File: config.mk
export PLATFORM = sky130hd
export DESIGN_NAME = e_stream
export DESIGN_NICKNAME = d
export VERILOG_FILES = /design/src/rtl/e_stream.sv
export SDC_FILE = /design/constraint.sdc
export NUM_CORES = 1
export LEC_CHECK = 0
export ABC_CLOCK_PERIOD_IN_PS = 6600
export CORE_MARGIN = 4
export CORE_UTILIZATION = 36
export CTS_CLUSTER_SIZE = 24
export DETAILED_ROUTE_END_ITERATION = 12
export HOLD_SLACK_MARGIN = 0.08
export PLACE_DENSITY_LB_ADDON = 0.12
export SETUP_SLACK_MARGIN = 0.2
export SLEW_MARGIN = 5
export SYNTH_ARGS = -nofsm -noshare
export SYNTH_HDL_FRONTEND = slang
export SYNTH_SLANG_ARGS = --single-unit
File: constraint.sdc
create_clock -name clk -period 6.6 [get_ports clk]
set_clock_uncertainty 0.2 [all_clocks]
set_input_delay 1.32 -clock clk [delete_from_list [all_inputs] [get_ports clk]]
set_output_delay 1.32 -clock clk [all_outputs]
set_load 0.005 [all_outputs]
File: src/rtl/e_stream.sv
// e_stream: two-stage valid/ready unary/thermometer classifier with saturating admit/reject counters.
// Latency 2, one word/cycle; E_STREAM_DROP_INVALID_EN drops rejected words at S2 entry.
module e_stream #(
  parameter int W                     = 16,
  parameter int P_ADMIT_COMPLIMENT_EN = 1,
  parameter int P_CNT_W               = 16
) (
  input  logic                 clk,
  input  logic                 rst,
  input  logic                 i_valid,
  input  logic [W-1:0]         i_x,
  output logic                 o_ready,
  output logic                 o_valid,
  input  logic                 i_ready,
  output logic [W-1:0]         o_x,
  output logic                 o_is_unary,
  output logic                 o_is_compliment,
  output logic [$clog2(W)-1:0] o_count,
  input  logic                 i_clr_cnt,
  output logic [P_CNT_W-1:0]   o_admit_cnt,
  output logic [P_CNT_W-1:0]   o_reject_cnt
);
  localparam int CW = $clog2(W);
`ifdef E_STREAM_DROP_INVALID_EN
  localparam bit DropRej = 1'b1;
`else
  localparam bit DropRej = 1'b0;
`endif
  localparam bit CmpEn = (P_ADMIT_COMPLIMENT_EN != 0);
  localparam logic [P_CNT_W-1:0] CntOne = 1;

  logic           s1_vld_q;
  logic [W-1:0]   s1_x_q;
  logic [W-1:0]   s1_edg_q;
  logic [W-1:0]   edg_d;
  logic           s2_vld_q;
  logic [W-1:0]   s2_x_q;
  logic           s2_unary_q;
  logic           s2_cmp_q;
  logic [CW-1:0]  s2_cnt_q;
  logic [P_CNT_W-1:0] adm_q, adm_d;
  logic [P_CNT_W-1:0] rej_q, rej_d;

  logic          in_xfer, out_xfer, s1_adv, s2_ld;
  logic [CW:0]   ones, zeros;
  logic          one_edge, std_form, cmp_form, cls_unary;
  logic [CW-1:0] cls_count;
  logic          adm_inc, rej_inc;

  assign in_xfer  = i_valid & o_ready;
  assign s1_adv   = s1_vld_q & (~s2_vld_q | i_ready);
  assign o_ready  = ~rst & (~s1_vld_q | s1_adv);
  assign out_xfer = s2_vld_q & i_ready;

  assign edg_d = {i_x[W-1:1] ^ i_x[W-2:0], 1'b0};

  always_comb begin
    ones = '0;
    for (int i = 0; i < W; i++) ones = ones + (CW+1)'(s1_x_q[i]);
  end
  assign zeros = (CW+1)'(W) - ones;

  // A single transition means two runs; which end holds the ones picks the form.
  assign one_edge  = $onehot(s1_edg_q);
  assign std_form  = ~|s1_x_q | (one_edge & s1_x_q[0]);
  assign cmp_form  = CmpEn & (&s1_x_q | (one_edge & s1_x_q[W-1]));
  assign cls_unary = std_form | cmp_form;
  assign cls_count = cmp_form ? CW'(zeros) : (std_form ? CW'(ones) : '0);

  assign s2_ld   = s1_adv & (cls_unary | ~DropRej);
  assign adm_inc = out_xfer & s2_unary_q;
  assign rej_inc = DropRej ? (s1_adv & ~cls_unary) : (out_xfer & ~s2_unary_q);

  always_comb begin
    adm_d = adm_q;
    rej_d = rej_q;
    if (i_clr_cnt) begin
      adm_d = '0;
      rej_d = '0;
    end else begin
      if (adm_inc && (adm_q != '1)) adm_d = adm_q + CntOne;
      if (rej_inc && (rej_q != '1)) rej_d = rej_q + CntOne;
    end
  end

  always_ff @(posedge clk) begin
    if (rst) begin
      s1_vld_q   <= 1'b0;
      s1_x_q     <= '0;
      s1_edg_q   <= '0;
      s2_vld_q   <= 1'b0;
      s2_x_q     <= '0;
      s2_unary_q <= 1'b0;
      s2_cmp_q   <= 1'b0;
      s2_cnt_q   <= '0;
      adm_q      <= '0;
      rej_q      <= '0;
    end else begin
      if (in_xfer) begin
        s1_vld_q <= 1'b1;
        s1_x_q   <= i_x;
        s1_edg_q <= edg_d;
      end else if (s1_adv) begin
        s1_vld_q <= 1'b0;
      end
      if (s2_ld) begin
        s2_vld_q   <= 1'b1;
        s2_x_q     <= s1_x_q;
        s2_unary_q <= cls_unary;
        s2_cmp_q   <= cmp_form;
        s2_cnt_q   <= cls_count;
      end else if (out_xfer) begin
        s2_vld_q <= 1'b0;
      end
      adm_q <= adm_d;
      rej_q <= rej_d;
    end
  end

  assign o_valid         = s2_vld_q;
  assign o_x             = s2_x_q;
  assign o_is_unary      = s2_unary_q;
  assign o_is_compliment = s2_cmp_q;
  assign o_count         = s2_cnt_q;
  assign o_admit_cnt     = adm_q;
  assign o_reject_cnt    = rej_q;
endmodule

After elaboration in Yosys (flattened, before gate mapping)
Cells that the tools add are included. Widths: inputs -> output; s select.

Register bits: 87. Input bits: 21. Output and inout bits: 56.

Add/subtract/negate cells: 32. Equal/unequal tests: 3. Mux-type cells: 6. Bitwise logic cells: 18. Reduce and logical (&&, ||, !) cells: 8.

Operators with widths (number): $add 4x1->4 (12); $add 16x1->16 const B (2); $ne 16x16->1 const B (2); $add 1x1->2 (8); $reduce_and 16->1 (1); $reduce_or 16->1 (1); $xor 15x15->15 (1); $add 2x2->3 (3); $add 3x3->4 (2); $and 1x1->1 (8); $mux 4 (2); $add 4x4->5 (1); $eq 5x1->1 const B (1); $or 1x1->1 (5); $add 3x1->4 (1); $mux 1 (4); $not 1->1 (4); $reduce_bool 2->1 (2); $sub 1x4->4 const A (1); $add 1x2->3 (1); $add 2x1->3 (1); $logic_and 1x1->1 (2); $reduce_or 2->1 (1); $logic_not 1->1 (1).

Depth between registers and ports, before layout
Word-level depth: 17. Mapped depth: 16.

Least setup slack after synthesis
OpenSTA, ideal clock, no wires.

Kind: register -> register. Start point: register s1_x_q[0]. End point: register s2_cnt_q[2] (netlist: o_count[2]). Setup time: 84 ps. Arrival: 4135 ps. Required time: 6316 ps. Slack: 2180 ps. Cell stages (with the launch flop): 15. Path buffers: 0. Period minus slack after synthesis: 4420 ps. Cell sequence: dfxtp_1 inv_1 fa_1 fa_1 fa_1 fa_1 inv_1 ha_1 inv_1 fa_1 ha_1 or2b_1 o32ai_4 xnor2_1 o31ai_2.

Word-level cells in the longest chain between the ends: 17.

RTL lines: start: declaration (line 33) `logic [W-1:0] s1_x_q;`; start signal: assignment (line 101) `s1_x_q <= i_x;`; $add 1x1->2 (line 59) `for (int i = 0; i < W; i++) ones = ones + (CW+1)'(s1_x_q[i]);`; $add 2x1->3 (line 59); $add 3x1->4 (line 59); $add 4x1->4 (12 in series) (line 59); $sub 1x4->4 or $mux 4 (tied branches) (line 61, 68); $mux 4 (*) (line 68) `assign cls_count = cmp_form ? CW'(zeros) : (std_form ? CW'(ones) : '0);`; end signal: assignment (line 111) `s2_cnt_q <= cls_count;`; end: declaration (line 40) `logic [CW-1:0] s2_cnt_q;`.

Every way passes the cells marked *; elsewhere a longest branch is shown, timed or not. A chain may end at the register's enable or synchronous reset.

Final worst setup path
Start point: register s1_edg_q[1]. End point: register s2_unary_q (netlist: o_is_unary).

Word-level cells in the longest chain between the ends: 7.

RTL lines: start: declaration (line 34) `logic [W-1:0] s1_edg_q;`; start signal: assignment (line 102) `s1_edg_q <= edg_d;`; $add 1x2->3 (not written as such) (*) (line 64) `assign one_edge = $onehot(s1_edg_q);`; $add 3x3->4 (not written as such) (*) (line 64); $add 4x4->5 (not written as such) (*) (line 64); $eq 5x1->1 (*) (line 64); $and 1x1->1 (on tied branches) (line 65, 66); $or 1x1->1 (on tied branches) (line 65, 66); $or 1x1->1 (*) (line 67) `assign cls_unary = std_form | cmp_form;`; end signal: assignment (line 109) `s2_unary_q <= cls_unary;`; end: declaration (line 38) `logic s2_unary_q;`.

Marks and branches as above.

==> tab_implementation.tex <==
\begin{tabular}{lr}
\hline
Metric & Value \\
\hline
\multicolumn{2}{l}{\textbf{Timing}} \\
Final-layout setup total negative slack & 0 ns \\
Final Hold Vio Count & 0 \\
Fin crit period & 4.669 ns \\
Number of slew-limit violations in the final report & 0 \\
Headroom to the max-slew limit & 0.2076 \\
Portion of the clock cycle consumed by the worst path in the final layout & 0.7074 \\
Final worst slack & 1.931 ns \\
RSZ-0062 raised after global routing & false \\
Worst hold slack after final layout & 0.2537 ns \\
Pin slew with the least headroom to its limit & 1.189 ns \\
Maximum clock frequency & 0.2142 GHz \\
Setup Viol. Count Final & 0 \\
\multicolumn{2}{l}{\textbf{Floorplanning}} \\
Total Die Area & 14340 µm² \\
DIE HEIGHT & 119.8 µm \\
Area of the placeable core & 12110 µm² \\
Number of ports placed on the die boundary & 77 \\
Initial cell density of the core & 0.3712 \\
Horizontal extent of the die & 119.8 µm \\
Number of cell rows & 40 \\
\multicolumn{2}{l}{\textbf{Run}} \\
Max cap viols & 0 \\
\multicolumn{2}{l}{\textbf{Setup path}} \\
Critical path class & flip-flop to flip-flop \\
Buffer and inverter count on the worst path & 5 \\
Worst path max stage delay & 0.55 ns \\
Worst Path Max Fanout & 6 \\
WP data arrival & 4.67 ns \\
Crit. End Element & flip-flop \\
Critical path required time & 6.61 ns \\
Worst Reg-to-Reg Cells & 16 \\
Crit path max-delay cell type & a31oi\_1 \\
Chain of cells forming the critical path & inv\_1 -> fa\_1 -> inv\_1 -> fa\_1 -> fa\_1 -> inv\_1 -> fa\_1 -> inv\_1 -> fa\_1 -> inv\_1 -> fa\_1 -> nor2b\_1 -> a31oi\_1 -> o311ai\_1 -> nand2\_1 -> a21oi\_1 \\
Number of gates on the worst path with buffers counted & 16 \\
Setup crit start kind & flip-flop \\
Cell with the most instances on the worst path & fa\_1 \\
Kind of cell adding the most delay to the critical path & adder cells \\
\multicolumn{2}{l}{\textbf{Cells and area}} \\
Total inserted antenna cells & 0 \\
Area growth, synth to finish & 26.72\% \\
Ratio of cells with drive above 1 in the final layout & 0.04730 \\
Total Nets Final & 640 \\
\multicolumn{2}{l}{\textbf{Clock tree}} \\
Post CTS Setup Buffer Count & 0 \\
Resized cells post-CTS & 0 \\
Total clock sinks & 87 \\
Count of hold buffers inserted by post-cts repair & 0 \\
Clock latency of the later-clocked register in the worst-skew pair & 0.35 ns \\
H-tree lvl count & 3 \\
Number of buffers added by the clock tree synthesis step & 9 \\
Clock Tree Root & clkbuf\_16 \\
Clock transition at the register clock pins on the worst setup and hold paths after CTS & 0.06 ns \\
CTS tree & yes \\
Max clock buf depth & 2 \\
\multicolumn{2}{l}{\textbf{Placed design}} \\
HPWL after DPL & 7.861 mm \\
Worst-case setup slack after placement & 1.952 ns \\
Weighted congestion at the end of routability-driven global placement & 0.8335 \\
Port bufs & 76 \\
\multicolumn{2}{l}{\textbf{Yosys}} \\
Mean instance size in the synthesized netlist & 8.629 µm² \\
Async set or reset register ratio after synthesis & 0 \\
Largest area contributor in the netlist & dfxtp\_1 \\
Number of enable flip-flop cells after synthesis & 0 \\
Most frequent cells after synthesis & dfxtp\_1 (87), nand2\_1 (79), nor2\_1 (52) \\
Most frequently used flop master after synthesis & dfxtp\_1 \\
Biggest area contributors in the synthesized netlist & dfxtp\_1 (39\%), fa\_1 (8.9\%), nand2\_1 (6.6\%) \\
Most frequently used cell type in the post-synthesis netlist & dfxtp\_1 \\
Area of the mapped netlist & 4496 µm² \\
Share of Yosys cell area claimed by the top area cell type & 0.3874 \\
Synth cell types & 48 \\
Synthesized netlist net count & 574 \\
Number of storage elements in the synthesis netlist & 87 \\
Gate Count Post-Synth & 521 \\
Proportion of synthesized chip area in sequential cells & 0.3874 \\
Synth warnings & 0 \\
\multicolumn{2}{l}{\textbf{Hold path}} \\
Instance count along the most critical hold path & 2 \\
Hold/Removal Path Class & flip-flop to flip-flop \\
\multicolumn{2}{l}{\textbf{Detailed routing}} \\
Via Count & 3723 \\
Post-detailed-route count of antenna-violating nets & 0 \\
Number of detailed-route iterations in the first pass & 4 \\
Remaining DRCs & 0 \\
Routed via count divided by cell count & 4.899 \\
Routed wire per std cell & 13.84 µm \\
Final Routed Wirelength & 10.52 mm \\
Initial detailed-routing violation count & 146 \\
\multicolumn{2}{l}{\textbf{GRT}} \\
Wire length of the first global-routing pass & 17.71 mm \\
Maximum number of pins on one net before global-route repair & 60 \\
Total congestion overflow & 0 \\
Vias in the first global route & 3617 \\
Initial antenna violation count & 0 \\
Global-route usage over all layers & 0.1525 \\
\multicolumn{2}{l}{\textbf{Run status}} \\
Outcome & complete, no violations \\
\multicolumn{2}{l}{\textbf{Pwr}} \\
Power density of the placed cells & 235.9 nW/µm² \\
Max IR drop VDD & 191.5 µV \\
Leakage power figure & 2.029 nW \\
\hline
\end{tabular}
## worst register-to-register path: stages (launching register included)
cell and delay, ns:
dfxtp_1 0.31, inv_1 0.06, fa_1 0.53, inv_1 0.05, fa_1 0.47, fa_1 0.51
inv_1 0.05, fa_1 0.43, inv_1 0.08, fa_1 0.18, inv_1 0.06, fa_1 0.38
nor2b_1 0.15, a31oi_1 0.55, o311ai_1 0.25, nand2_1 0.19, a21oi_1 0.08
## metal layers
metal / routed length [µm] / share of wire / vias up / global-route usage
met1: 4901 / 0.47 / 1766 / 0.1884
li1: - / - / 1876 / -
met5: 0 / 0 / - / 0
met4: 120 / 0.011 / 0 / 0.04724
met3: 457 / 0.043 / 10 / 0.04288
met2: 5037 / 0.48 / 71 / 0.2581
## stage by stage
step / area, µm² / instances / total power, mW / utilization
detailed placement: 5386 / 744 / 0.8329 / 0.4447
CTS: 5697 / 760 / 1.366 / 0.4704
finish: 5697 / 760 / 1.344 / 0.4704
floorplan: 4496 / 521 / 0.7510 / -
global route: 5697 / 760 / 1.429 / 0.4704
global placement: 5386 / 744 / 0.8198 / 0.4447
## sequential cells by signal (all words and copies together) (netlist names)
signal	count
o_is_compliment	1
o_valid	1
o_x	16
s1_vld_q	1
o_admit_cnt	16
o_count	4
o_is_unary	1
o_reject_cnt	16
s1_x_q	16
s1_edg_q	15
## final timing paths
path / from / endpoint / slack, ns
hold reg to reg: o_count[0] / o_count[0] / 0.25
hold / removal: o_count[0] / o_count[0] / 0.25
setup / recovery: s1_edg_q[1] / o_is_unary / 1.93
setup reg to reg: s1_edg_q[1] / o_is_unary / 1.93
## layout by cell type, fill, tap and decap left out, types with 3 or more instances in the layout
| master | synthesis | layout |
|---|---|---|
| dfxtp_1 | 87 | 87 |
| nor4_1 | 4 | 4 |
| or3_1 | 3 | 3 |
| o21ai_0 | 3 | 3 |
| a21oi_1 | 41 | 41 |
| xnor2_1 | 16 | 16 |
| o31ai_1 | 3 | 3 |
| clkdlybuf4s50_1 | 0 | 75 |
| o211ai_1 | 8 | 8 |
| nand3_1 | 14 | 14 |
| a211oi_1 | 16 | 16 |
| xor2_1 | 28 | 28 |
| and4_1 | 3 | 3 |
| nand2_1 | 79 | 79 |
| inv_1 | 43 | 43 |
| nor2_1 | 52 | 52 |
| clkbuf_16 | 0 | 9 |
| nand3b_1 | 4 | 4 |
| nor3_1 | 9 | 9 |
| nor2b_1 | 3 | 3 |
| ha_1 | 12 | 12 |
| mux2i_1 | 3 | 3 |
| nand4_1 | 10 | 10 |
| fa_1 | 20 | 20 |
| o21ai_1 | 4 | 4 |
| and3_1 | 5 | 5 |
## area by class of cell
type / instances / area, µm²
fillers: 1292 / 6415
repair buffers: 78 / 770.7
well taps: 168 / 210.2
multi-input cells: 368 / 2502
inverters: 43 / 161.4
clock inverters: 4 / 53.80
clock buffers: 12 / 256.5
flip-flops and latches: 87 / 1742
## cells by family after synthesis
| family | count (synthesis) | synth area share |
|---|---|---|
| AOI/OAI and AO/OA | 86 | 0.1278 |
| buffers and inverters | 66 | 0.05594 |
| adders and majority gates | 32 | 0.1225 |
| DFF | 87 | 0.3874 |
| and+or+nand+nor | 203 | 0.2140 |
| muxes | 3 | 0.006680 |
| xor gates and xnor gates | 44 | 0.08572 |
## report_power, final
part           switching, mW  leakage, nW  internal, mW
Sequential            0.0147        0.706         0.540
Combinational          0.153         1.18         0.108
Clock                  0.213        0.145         0.315
Total                  0.381         2.03         0.963
(Power assumes the default switching activity.)
